<file path="src/rtl/control_sequencer.sv">
// Multi-cycle control unit for the RNBIP-2 datapath: sequences fetch, operand,
// execute and write-back, decoding every datapath strobe from the state and IR.
module control_sequencer (
    input  logic       clk,
    input  logic       rst_n,
    input  logic [7:0] ir,
    input  logic [1:0] flags,
    input  logic       stall,
    output logic [1:0] rw,
    output logic       L_PC,
    output logic       I_PC,
    output logic       S11,
    output logic       S10,
    output logic [1:0] enab,
    output logic [2:0] reg_sel,
    output logic [1:0] mux_sel,
    output logic       L_IR,
    output logic       S_AL,
    output logic [3:0] S_AF,
    output logic       sel_a,
    output logic       sel_b,
    output logic       halted,
    output logic [2:0] state_o
);

    typedef enum logic [2:0] {
        ST_RST     = 3'd0,
        ST_FETCH   = 3'd1,
        ST_DECODE  = 3'd2,
        ST_OPERAND = 3'd3,
        ST_EXEC    = 3'd4,
        ST_WB      = 3'd5,
        ST_HALT    = 3'd6
    } state_t;

    state_t     state_q, state_d;
    logic [3:0] op;
    logic       jmp_ok;

    assign op = ir[7:4];

    always_ff @(posedge clk or negedge rst_n) begin
        if (!rst_n) state_q <= ST_RST;
        else        state_q <= state_d;
    end

    always_comb begin
        state_d = state_q;
        if (!stall) begin
            case (state_q)
                ST_RST:     state_d = ST_FETCH;
                ST_FETCH:   state_d = ST_DECODE;
                ST_DECODE: begin
                    case (op)
                        4'h0:                state_d = (ir[3:0] == 4'h1) ? ST_HALT : ST_EXEC;
                        4'h1, 4'h2, 4'h3:    state_d = ST_OPERAND;
                        4'h4, 4'h5:          state_d = ST_EXEC;
                        default:             state_d = ir[3] ? ST_OPERAND : ST_EXEC;
                    endcase
                end
                ST_OPERAND: state_d = ST_EXEC;
                ST_EXEC:    state_d = (op >= 4'h6) ? ST_WB : ST_FETCH;
                ST_WB:      state_d = ST_FETCH;
                ST_HALT:    state_d = ST_HALT;
                default:    state_d = ST_RST;
            endcase
        end
    end

    // Flags are {c, z}; sampled live so a stalled JMP sees the post-stall value
    always_comb begin
        case (ir[2:0])
            3'b000:  jmp_ok = 1'b1;
            3'b001:  jmp_ok = flags[0];
            3'b010:  jmp_ok = ~flags[0];
            3'b011:  jmp_ok = flags[1];
            3'b100:  jmp_ok = ~flags[1];
            default: jmp_ok = 1'b0;
        endcase
    end

    always_comb begin
        rw      = '0;
        L_PC    = 1'b0;
        I_PC    = 1'b0;
        S11     = 1'b0;
        S10     = 1'b0;
        enab    = '0;
        reg_sel = '0;
        mux_sel = '0;
        L_IR    = 1'b0;
        S_AL    = 1'b0;
        S_AF    = '0;
        sel_a   = 1'b0;
        sel_b   = 1'b0;
        halted  = (state_q == ST_HALT);
        state_o = state_q;
        if (!stall) begin
            case (state_q)
                ST_FETCH: begin
                    L_IR = 1'b1;
                    I_PC = 1'b1;
                end
                ST_OPERAND: I_PC = 1'b1;
                ST_EXEC: begin
                    case (op)
                        4'h0: begin
                            if (ir[3:0] == 4'h2) begin
                                rw   = 2'b10;
                                L_PC = 1'b1;
                                S11  = 1'b1;
                            end
                        end
                        4'h1: begin
                            enab    = 2'b01;
                            reg_sel = ir[2:0];
                            mux_sel = 2'b01;
                        end
                        4'h2: begin
                            L_PC = jmp_ok;
                            S10  = jmp_ok;
                        end
                        4'h3: begin
                            rw   = 2'b01;
                            L_PC = 1'b1;
                            S10  = 1'b1;
                        end
                        4'h4: begin
                            rw      = 2'b01;
                            enab    = 2'b10;
                            reg_sel = ir[2:0];
                        end
                        4'h5: begin
                            rw      = 2'b10;
                            enab    = 2'b01;
                            reg_sel = ir[2:0];
                            mux_sel = 2'b10;
                        end
                        default: begin
                            S_AF  = op;
                            sel_a = 1'b1;
                            sel_b = ir[3];
                            if (!ir[3]) begin
                                enab    = 2'b10;
                                reg_sel = ir[2:0];
                            end
                        end
                    endcase
                end
                ST_WB: begin
                    S_AF  = op;
                    sel_a = 1'b1;
                    sel_b = ir[3];
                    S_AL  = 1'b1;
                    // CMP (0x7) updates flags only
                    if (op != 4'h7) enab = 2'b01;
                end
                default: ;
            endcase
        end
    end

endmodule

</file>
<file path="config.mk">
export PLATFORM = sky130hd
export DESIGN_NAME = control_sequencer
export DESIGN_NICKNAME = d
export VERILOG_FILES = /design/src/rtl/control_sequencer.sv
export SDC_FILE = /design/constraint.sdc
export NUM_CORES = 1
export LEC_CHECK = 0
export ABC_CLOCK_PERIOD_IN_PS = 1500
export CAP_MARGIN = 20
export CORE_MARGIN = 3
export CORE_UTILIZATION = 34
export DETAILED_ROUTE_END_ITERATION = 10
export MAX_ROUTING_LAYER = met4
export PLACE_DENSITY = 0.79
export RECOVER_POWER = 25
export SYNTH_ARGS = -nofsm -noshare
export SYNTH_HDL_FRONTEND = slang
export SYNTH_SLANG_ARGS = --single-unit
</file>
<file path="constraint.sdc">
create_clock -name clk -period 1.5 [get_ports clk]
set_input_delay 0.3 -clock clk [delete_from_list [all_inputs] [get_ports clk]]
set_output_delay 0.3 -clock clk [all_outputs]
set_load 0.05 [all_outputs]
</file>
==> results.txt, run 1 <==
The commonest register cell after synthesis is dfrtp_1. Each instance of the synthesized netlist takes up on average 6.79 um^2. The tool reported: "[ERROR DPL-0038] Utilization greater than 100%, impossible to legalize". After synthesis, the largest family of logic cells by area is simple AND/OR/NAND/NOR gates.

The floorplan step set the die height to 45.5 um. The compound-gate portion of the synthesized area is 0.286. The netlist uses 30 different library cells. Of the total synthesized cell area, the portion taken by full adders, half adders and majority gates is 0. The width of the chip came out at 45.5 um. Of the total synthesized cell area, the portion taken by AND, OR, NAND and NOR gates is 0.468.

The multiplexer share of the synthesized area came out at 0.0213. The count of input and output buffers came out at 37. The number of top-level pins is 38. The post-synthesis share of cell area spent on xor and xnor gates is 0. The share of synthesized registers carrying an async set or reset came out at 1.00.

The number of flops mapped to enable cells by yosys is 0. The starting density of the core came out at 0.383. The final weighted congestion in routability-driven placement came out at 0.834. The post-synthesis instance area came out at 529 um^2. In the post-synthesis netlist, the biggest area contributors are dfrtp_1 (14%), and2_1 (11%), nor2_1 (9.9%).

The most area-hungry cell type in the Yosys netlist is dfrtp_1. The run stopped with a tool error. After synthesis the netlist holds a flip-flop and latch count of 3.

The part of the Yosys area used for sequential elements is 0.142. The Yosys step of the flow raised 0 warnings. The net count of the mapped netlist is 91. The flow stopped in detailed placement (3_5_place_dp). The area fraction of the dominant cell type after synthesis came out at 0.142. In this run the core area contains 13 standard-cell rows. Synthesis produced a netlist whose cell count is 78.
## synth_stat cells, types with 2 or more instances
library cell / instances
nand3b_1: 2
o31ai_1: 2
buf_2: 2
inv_1: 4
a21oi_2: 2
dfrtp_1: 3
o31ai_2: 2
nor3_1: 3
nand2b_1: 3
and3_1: 3
and2_1: 9
a21oi_1: 6
nand2_1: 6
o21ai_0: 2
nor2_1: 14
## cell families after synthesis
family,after synthesis
multiplexers,1
AO/OA/AOI/OAI,20
AND/OR/NAND/NOR,46
buffers and inverters,8
flip-flops,3
## per-stage QoR
stage	instance area, um^2	setup slack, ps
floorplan	686	-405
global placement	1440	-656
==> run 2: changes to the inputs <==
--- a/config.mk
+++ b/config.mk
@@ -7,11 +7,10 @@
 export LEC_CHECK = 0
 export ABC_CLOCK_PERIOD_IN_PS = 1500
 export CAP_MARGIN = 20
-export CORE_MARGIN = 3
-export CORE_UTILIZATION = 34
+export CORE_AREA = 3 3 64 66
 export DETAILED_ROUTE_END_ITERATION = 10
-export MAX_ROUTING_LAYER = met4
-export PLACE_DENSITY = 0.79
+export DIE_AREA = 0 0 67 69
+export PLACE_DENSITY_LB_ADDON = 0.15
 export RECOVER_POWER = 25
 export SYNTH_ARGS = -nofsm -noshare
 export SYNTH_HDL_FRONTEND = slang
==> results.txt, run 2 <==
The starting density of the core is 0.146. The DRC violation total after the first TritonRoute iteration is 7. The top cell types in the final layout, fill and taps aside, are buf_4 (28), buf_12 (23), and2_4 (9). The share of power burned in the clock network is 0.121.

Counting tap cells, the placed design contains a total of 187 instances. The deepest level of the CTS H-tree is 1. The delay contributed by the slowest stage of the critical path is 480 ps. The placement row count came out at 22. The ratio of total power to cell area came out at 1170 nW/um^2. The detailed-router iteration count before antenna repair is 4. The cell class contributing the biggest share of worst-path delay is simple AND/OR/NAND/NOR gates. The mean instance size in the synthesized netlist came out at 6.79 um^2.

The count of cells in the finished layout, fillers not included, comes to 196. The total grt overflow is 0. The utilization after layout is 0.470.

The clock passes through at most 2 buffers. In this run, synthesis produced a sequential element count of 3. Across the routed clock network, the largest skew measured is 3.38 ps. The number of nets handed over by synthesis was 91. The final reports fail on negative setup slack. Along the worst path, the maximum fanout reaches 4. The share of synthesized registers carrying an async set or reset came out at 1.00. The number of pins with negative max-slew slack in the final report is 0. CTS saw 3 sinks. Setup repair after global routing could not meet its margin everywhere.

The clock period minus final worst setup slack came out at 1800 ps. Across all setup checks in the final design, the least slack found is -304 ps. After clock tree synthesis, the clock-pin slew on the worst setup and hold paths is 30 ps. TritonCTS built the clock tree. The required time of the critical path is 1200 ps.

The global router's overall resource usage came out at 0.108. Among all flip-flop cells after synthesis, the most frequent one is dfrtp_1. The width of the chip is 67 um. In this run the worst hold path is classified as in2async. The number of nets in the final layout is 162. The number of top-level pins is 38. In this run the critical register-to-register path is launched from state_o[1]. The largest vdd supply drop is 0.000695 V. After detailed routing, the number of remaining DRC violations is 0. The number of global-route vias before repair was 898. Counting cells, the worst reg-to-reg path comes to 4. The final period utilization is 1.20. In the post-synthesis netlist, the cell with the most instances is nor2_1. The total setup violations reported at the end of the flow came out at 21. The combined flip-flop and latch cell area came out at 81.3 um^2.

Buffers placed on the I/O ports in this run total 37. dfrtp_1 takes more of the synthesized area than any other cell. The worst setup path is captured at an output pin.

The tool flagged a number of max-cap violations equal to 0. The number of standard cells after synthesis is 78. The commonest cells after synthesis are nor2_1 (14), and2_1 (9), a21oi_1 (6), nand2_1 (6), inv_1 (4). In this run the remaining antenna-violating nets after routing total 0. The maximum number of pins on one net before global-route repair is 10. In the post-synthesis netlist, the biggest area contributors are dfrtp_1 (14%), and2_1 (11%), nor2_1 (9.9%). The HPWL after detailed placement is 1940 um. The leakage power of the design came out at 0.690 nW. Summing over every cut layer, the via total after detailed routing is 831. Buffers inserted during clock tree synthesis total 3. The final weighted congestion in routability-driven placement came out at 0.747. The final number of hold-violating endpoints was 0. Using the TritonRoute via totals, the vias-per-cell ratio works out to 4.24. The endpoint identified for the worst register-to-register timing path is state_o[1]. The flow ran to the end, but the final reports show violations. The transition at the pin with the smallest max-transition slack came out at 317 ps.

The first global-routing pass estimated 4060 um of wire. The type of origin of the critical path is a flop. The worst-case setup slack after placement came out at -736 ps. The number of antenna violations at the first check in global routing came out at 0.

The total area inside the core boundary comes to 3630 um^2. The total area of multi-input combinational cells is 657 um^2. The data arrival at the endpoint of the critical path came out at 1500 ps. The setup path with the least slack is of type reg2out. In the final layout, the share of cells above drive strength 1 is 0.777. The detailed-route wire length came out at 2400 um. The leading cell type in the layout, fill and taps excluded is buf_4.

At the later pin of the worst-skew pair, clock insertion delay measures 220 ps. In this run, synthesis inferred 0 flip-flops with an integrated enable. Timing would allow up to 554 MHz. The number of fill cells is 361.

Of the total power, registers draw 0.087. The average wire per standard cell is 12.2 um. The floorplan die area came out at 4620 um^2. Together, buffers and inverters on the worst path number 1.

Cell internal power was estimated by the tool at 1.08 mW. The number of flip-flops under the largest register name came out at 3. Traced cell by cell, the critical path runs through nor2_4 > and2_4 > and3_4 > and2_4 > buf_8.

For this run, the register share of the synthesized area comes to 0.142. The cell at the slowest stage of the critical path is dfrtp_4. The post-synthesis instance area is 529 um^2. The final antenna diode count is 0. The synthesis-to-layout area growth came out at 223%. The number of warnings reported in the yosys synthesis log is 0.

The floorplan die height is 69 um. The design draws 2.00 mW. The switching portion of total power is 0.461. The power dissipated by switching net loads is 0.922 mW. The number of different library cells used by synthesis comes to 30. The share of synthesized area in the top cell type comes to 0.142.

The cell sitting at the root of the clock tree is a clkbuf_8. The remaining max-slew budget at the tightest pin came out at 0.789. The final worst hold slack came out at 329 ps.

The part of the power in combinational logic came out at 0.792. The minimum setup slack among reg-to-reg paths is 310 ps. The cell occurring most often along the worst timing path is and2_4.
## run 2: cell counts after synthesis
No cell type changed its count.
## run 2: cell type report
type                            instances  share of cell area
Tap cell                               48              0.0351
Multi-Input combinational cell         67               0.384
Inverter                                4             0.00878
Clock buffer                            4              0.0264
Sequential cell                         3              0.0476
Timing Repair Buffer                   70               0.498
## run 2: worst max path at each step
stage	from	end	slack [ps]	depth (start not counted)
3_3_place_gp	ir[0]	L_PC	-680	6
6_report	state_o[1]	reg_sel[1]	-300	5
4_1_cts	state_o[1]	reg_sel[1]	-310	5
3_5_place_dp	ir[0]	L_PC	-740	6
2_1_floorplan	state_o[2]	mux_sel[1]	-400	4
5_1_grt	state_o[1]	reg_sel[1]	-340	5
## run 2: kinds of logic after synthesis
logic type	count (synthesis)	share of synthesized area
buf+inv	8	0.0827
compound gates	20	0.286
mux	1	0.0213
simple gates	46	0.468
flops	3	0.142
## run 2: what timing repair did
action	CTS	global route
setup endpoints to repair	25	22
hold endpoints to repair	0	0
hold buffers	0	0
setup buffers	2	4
pin swaps	13	5
resized for setup	49	14
## run 2: routing by layer
layer | vias to the layer above | global-route usage | wire length (um)
met5 | - | 0 | 0
met4 | 0 | 0.0383 | 26
li1 | 416 | - | -
met2 | 13 | 0.184 | 1330
met1 | 399 | 0.137 | 980
met3 | 3 | 0.0130 | 65
## run 2: metrics by stage
step	TNS, ps	cell area (um^2)
final	-4310	1710
after global routing	-5440	1710
after CTS	-5000	1640
after detailed placement	-10880	1520
after global placement	-10550	1520
after floorplan	-5000	686
## run 2: power by group through the flow
stage	clock (mW)	sequential [mW]	combinational (mW)
after floorplan	0	0.342	0.550
after global placement	0	0.168	1.38
after detailed placement	0	0.170	1.39
after CTS	0.247	0.172	1.49
after global routing	0.251	0.179	1.66
final	0.242	0.173	1.58
Power figures use the tool's default switching activity.
==> run 3: changes to the inputs <==
--- a/config.mk
+++ b/config.mk
@@ -7,9 +7,9 @@
 export LEC_CHECK = 0
 export ABC_CLOCK_PERIOD_IN_PS = 1500
 export CAP_MARGIN = 20
-export CORE_AREA = 3 3 64 66
+export CORE_AREA = 2 2 63 65
 export DETAILED_ROUTE_END_ITERATION = 10
-export DIE_AREA = 0 0 67 69
+export DIE_AREA = 0 0 65 67
 export PLACE_DENSITY_LB_ADDON = 0.15
 export RECOVER_POWER = 25
 export SYNTH_ARGS = -nofsm -noshare
==> results.txt, run 3 (synthesis results as in run 2) <==
The flow ran to the end, but the final reports show violations. The final reports fail on negative setup slack. In this run the critical register-to-register path is launched from state_o[0]. The cell occurring most often along the worst timing path is and2_4. The number of fill cells is 347.

The routed via count divided by cell count is 4.10. The clock period minus final worst setup slack is 1760 ps. The starting density of the core came out at 0.147. The number of nets with antenna violations after detailed routing came out at 0. In the layout the commonest cells are buf_4 (23), buf_12 (21), and2_4 (9).

The critical path is of the reg2out type. The first detailed-routing pass ran for 4 iterations. Power spread over the standard cell area amounts to 1140 nW/um^2.

The signal on the critical path passes through nor2_4 > and2_4 > and3_4 > and2_4 > buf_12. The share of power burned in the clock network came out at 0.122. The power dissipated by switching net loads is 0.892 mW. The final number of hold-violating endpoints was 0. The total overflow left after global routing is 0.

The core region area is 3610 um^2. For this run, the post-layout net count is 158. The number of cell instances on the worst register-to-register path came out at 4. The switching portion of total power came out at 0.468.

The maximum clock skew at final layout is 1.82 ps. The synthesis-to-layout area growth came out at 216%. The total setup violations reported at the end of the flow came out at 20. The total via count after detailed routing is 787. The floorplan die area came out at 4360 um^2. Of the total power, registers draw 0.089.

In this run the number of H-tree levels came out at 1. Setup repair after global routing could not meet its margin everywhere. The data arrival at the endpoint of the critical path is 1460 ps. The worst-skew pair later-pin latency came out at 220 ps. The count of input and output buffers came out at 37.

The worst-case setup slack after placement came out at -699 ps. The part of the power in combinational logic came out at 0.789. The required time of the critical path came out at 1200 ps. The count of unresolved DRC violations after routing is 0.

The leading cell type in the layout, fill and taps excluded is buf_4. Once placement finished, the instance area stood at 1490 um^2. The post-DP HPWL came out at 1860 um. After routing the design area is 1670 um^2. The maximum clock insertion buffer count is 2. The placement row count is 22. The DRC violation total after the first TritonRoute iteration is 10. Buffers inserted during clock tree synthesis total 3. The number of flip-flops under the largest register name came out at 3. The cell at the slowest stage of the critical path is dfrtp_4.

The buffer cell driving the clock tree root is clkbuf_8. The global router's overall resource usage is 0.111. The final period utilization is 1.18. TritonCTS built the clock tree. Once routing completed, OpenROAD measured the worst setup slack at -263 ps. The clock input transition at the sequential cells of the worst setup and hold paths came out at 30 ps. The number of pins with negative max-slew slack in the final report was 0. STA classifies the critical path endpoint as an output pin.

The number of top-level pins is 38. The number of global-route vias before repair came out at 828. The floorplan die height is 67 um. The leakage power of the design came out at 0.671 nW. The internal power component is 1.02 mW. The average wire per standard cell came out at 11.7 um. The largest vdd supply drop is 0.000464 V.

The remaining max-slew budget at the tightest pin came out at 0.786. Of the cells placed in the final design, the portion with a size suffix greater than 1 is 0.757. In this run the worst path has a maximum fanout of 4. The final weighted congestion in routability-driven placement is 0.799. The endpoint identified for the worst register-to-register timing path is state_o[2]. The number of antenna violations at the first check in global routing is 0.

The tightest min-delay check is of the in2async type. Entering global routing, the biggest net connects 10 pins. The first global-routing pass estimated 3770 um of wire. The delay contributed by the slowest stage of the critical path came out at 480 ps.

The top achievable clock speed is 567 MHz. The minimum setup slack among reg-to-reg paths is 330 ps. The width of the chip came out at 65 um. At the pin with the least slew margin, the transition time is 321 ps. Max-cap violations in this run came to 0. For this block, the routed nets add up to 2240 um of wire. The number of sinks handled by clock tree synthesis came out at 3. STA classifies the critical path startpoint as a flop. 0 antenna diodes ended up in the layout.
==> run 3: cell types whose count changed in the layout (fill, tap and decap cells not counted) <==
| cell | change |
|---|---|
| buf_12 | -2 |
| buf_2 | -1 |
| buf_4 | -5 |
| buf_6 | +3 |
| clkbuf_2 | -1 |
| clkdlybuf4s15_1 | -2 |
| clkdlybuf4s15_2 | +1 |
| dlygate4sd2_1 | +3 |
| nor2_1 | +1 |
| nor2_2 | -1 |
==> run 3: worst max-delay path, delay by kind of cell, from the launching register on <==
kind,cells,cell delay (ps)
flops,1,480
buf+inv,1,130
simple gates,4,640
==> run 3: worst max-delay path by stage <==
stage	start	to	cells after the start
after floorplan	state_o[2]	mux_sel[1]	4
after global placement	ir[0]	L_PC	6
after detailed placement	ir[0]	L_PC	6
after CTS	state_o[1]	S_AF[1]	5
after global routing	state_o[1]	reg_sel[2]	5
final	state_o[1]	reg_sel[2]	5
==> run 3: final cells by class <==
type | instances | area (um^2) | share of cell area
timing repair buffer | 66 | 815 | 0.488
multi-input combinational | 67 | 654 | 0.392
inverter | 4 | 15.0 | 0.00899
sequential | 3 | 81.3 | 0.0487
clock buffer | 4 | 45.0 | 0.0270
tap | 48 | 60.1 | 0.0360
==> run 3: what timing repair did <==
item	CTS	global route
pin swaps	10	4
gates resized for setup	46	14
setup endpoints to repair	25	22
hold buffers	0	0
buffers inserted	1	0
==> run 3: per-stage QoR <==
step	utilization	std cells	hold slack, ps	total power, mW	setup TNS (ps)
4_1_cts	0.446	192	275	1.84	-4110
2_1_floorplan	-	78	4.41	0.892	-5000
3_3_place_gp	0.414	187	493	1.54	-10630
5_1_grt	0.463	192	347	2.01	-5160
6_report	0.463	192	340	1.91	-3850
3_5_place_dp	0.414	187	500	1.55	-10740
==> run 3: per-layer routing <==
layer  wire length (um)  global-route usage  vias to the layer above  part of all wire
met3                 61              0.0135                        5             0.027
met2               1200               0.197                       18              0.54
met4                 40              0.0479                        0             0.018
li1                   -                   -                      401                 -
met5                  0                   0                        -                 0
met1                937               0.135                      363              0.42
==> run 3: power by group through the flow <==
stage / Sequential, mW / Combinational (mW) / Clock [mW]
final: 0.170 / 1.50 / 0.233
after global routing: 0.178 / 1.58 / 0.247
after CTS: 0.171 / 1.43 / 0.235
after detailed placement: 0.172 / 1.38 / 0
after global placement: 0.169 / 1.37 / 0
after floorplan: 0.342 / 0.550 / 0
==> run 4: changes to the inputs <==
--- a/config.mk
+++ b/config.mk
@@ -7,9 +7,9 @@
 export LEC_CHECK = 0
 export ABC_CLOCK_PERIOD_IN_PS = 1500
 export CAP_MARGIN = 20
-export CORE_AREA = 2 2 63 65
+export CORE_AREA = 8 8 69 71
 export DETAILED_ROUTE_END_ITERATION = 10
-export DIE_AREA = 0 0 65 67
+export DIE_AREA = 0 0 77 79
 export PLACE_DENSITY_LB_ADDON = 0.15
 export RECOVER_POWER = 25
 export SYNTH_ARGS = -nofsm -noshare
==> results.txt, run 4 (synthesis results as in run 2) <==
In the finished design, the share of the clock period the worst path needs comes to 1.17. The number of global-route vias before repair came out at 904. The synthesis-to-layout area growth came out at 230%. The total grt overflow is 0. The leading cell type in the layout, fill and taps excluded is buf_4. The ratio of total power to cell area is 1090 nW/um^2. The detailed-route wire length is 2570 um. The final non-filler cell total came out at 199. The leakage power of the design is 0.718 nW.

The number of sinks handled by clock tree synthesis is 3. The routed via count divided by cell count came out at 4.14. The number of top-level pins came out at 38. For this configuration, the core starts out at a cell density of 0.139.

The post-DP HPWL came out at 1980 um. The flow ran to the end, but the final reports show violations. The deepest level of the CTS H-tree is 1. Along the worst path, the maximum fanout reaches 4. The register with the most flip-flops in the layout has 3 of them.

The maximum clock insertion buffer count came out at 2. The minimum setup slack among reg-to-reg paths came out at 370 ps. The core region area is 3800 um^2.

STA puts the critical path data arrival time at 1460 ps. The tree is rooted in a clkbuf_8. The final weighted congestion in routability-driven placement is 0.740. The remaining max-slew budget at the tightest pin came out at 0.792. The total power is 1.91 mW. The checks that failed: negative setup slack. The min-delay analysis places its worst path in the category in2async. In the layout the commonest cells are buf_4 (25), buf_12 (24), buf_6 (9).

The transition at the pin with the smallest max-transition slack is 312 ps. The final antenna diode count came out at 0. The count of input and output buffers came out at 37.

The first-pass GRT wire length came out at 4320 um. Tracing the worst setup path back leads to its startpoint at state_o[1]. The terminus of the critical flop-to-flop path is state_o[2].

In this run, CTS created clock tree buffers numbering 3. The first detailed-routing pass took 4 iterations. Detailed routing inserted a total of 823 vias.

Clock-pin slew was measured on the worst setup and hold paths at 30 ps. The number of max-capacitance violations reported came out at 0. The top achievable clock speed is 570 MHz.

The width of the chip came out at 77 um. The setup path with the least slack is of type reg2out. Counting cells, the worst reg-to-reg path comes to 4. The DRC violation total after the first TritonRoute iteration is 49. After detailed routing, the average wire length per cell comes to 12.9 um.

The worst setup path is captured at an output pin. At the worst endpoint, the required time is 1200 ps. The placement row count came out at 23. Setup violations remaining at the end of the flow were counted as 20.

The worst reg2reg path startpoint is state_o[0]. The type of origin of the critical path is a flop. The number of pins with negative max-slew slack in the final report came out at 0. In this run the vertical extent of the chip is 79 um. The final number of hold-violating endpoints is 0.

The global router's overall resource usage is 0.0868. The routed design could run at a clock period as short as 1760 ps. Setup repair after global routing could not meet its margin everywhere. The floorplan die area is 6080 um^2. The cell count after placement came out at 186.

Following the worst setup path forward leads to its endpoint at reg_sel[1]. TritonCTS built the clock tree. The post-layout worst setup margin is -255 ps. Clock latency on the worst-skew pair, taken at its later pin, is 210 ps. The count of unresolved DRC violations after routing is 0. The number of nets in the final layout is 163. Entering global routing, the biggest net connects 10 pins. The number of antenna violations at the first check in global routing came out at 0.

The number of nets with antenna violations after detailed routing came out at 0. The maximum clock skew at final layout came out at 0.442 ps. The largest vdd supply drop is 0.000372 V.

The share of cells above drive strength 1 came out at 0.758.
run 4: layout make-up:
cell class	instances	area, um^2
Sequential cell	3	81.3
Fill cell	388	2050
Multi-Input combinational cell	67	659
Clock buffer	4	45.0
Timing Repair Buffer	71	885
Tap cell	50	62.6
Inverter	4	15.0
run 4: power by group:
group / leakage [nW] / switching (mW) / total, mW / internal (mW)
sequential: 0.0339 / 0.0365 / 0.171 / 0.135
combinational: 0.661 / 0.801 / 1.50 / 0.703
clock: 0.0228 / 0.0496 / 0.230 / 0.181
run 4: worst min-delay path by stage:
stage | start | end | slack (ps)
3_3_place_gp | rst_n | state_o[1] | 490
6_report | rst_n | state_o[2] | 350
3_5_place_dp | rst_n | state_o[1] | 500
5_1_grt | rst_n | state_o[2] | 360
2_1_floorplan | rst_n | state_o[0] | 4
4_1_cts | rst_n | state_o[2] | 270
run 4: stage by stage:
stage | utilization | setup TNS, ps | hold slack [ps] | setup WS (ps) | instance area [um^2]
after detailed placement | 0.391 | -10150 | 497 | -697 | 1480
after global placement | 0.391 | -10220 | 494 | -665 | 1480
after global routing | 0.460 | -5080 | 357 | -320 | 1750
after floorplan | - | -5000 | 4.41 | -405 | 686
after CTS | 0.456 | -4650 | 273 | -290 | 1730
final | 0.460 | -3830 | 348 | -255 | 1750
run 4: worst max-delay path, stage by stage (launching register included):
cell and delay [ps]:
dfrtp_4 480, nor2_4 120, and2_4 170, and3_4 190
and2_4 140, buf_8 140
run 4: timing repair:
action                                  CTS  global route
gates resized for setup                  56             2
endpoints found under the setup margin   25            22
gates cloned                              1             0
pin swaps                                16             5
buffers inserted                          7             1
hold buffers                              0             0
run 4: per-layer routing:
layer | vias up | routed length, um | track usage | share of wire
li1 | 415 | - | - | -
met1 | 387 | 1050 | 0.0983 | 0.41
met2 | 21 | 1380 | 0.155 | 0.54
met3 | 0 | 128 | 0.0226 | 0.050
met4 | 0 | 0 | 0.0283 | 0
met5 | - | 0 | 0 | 0
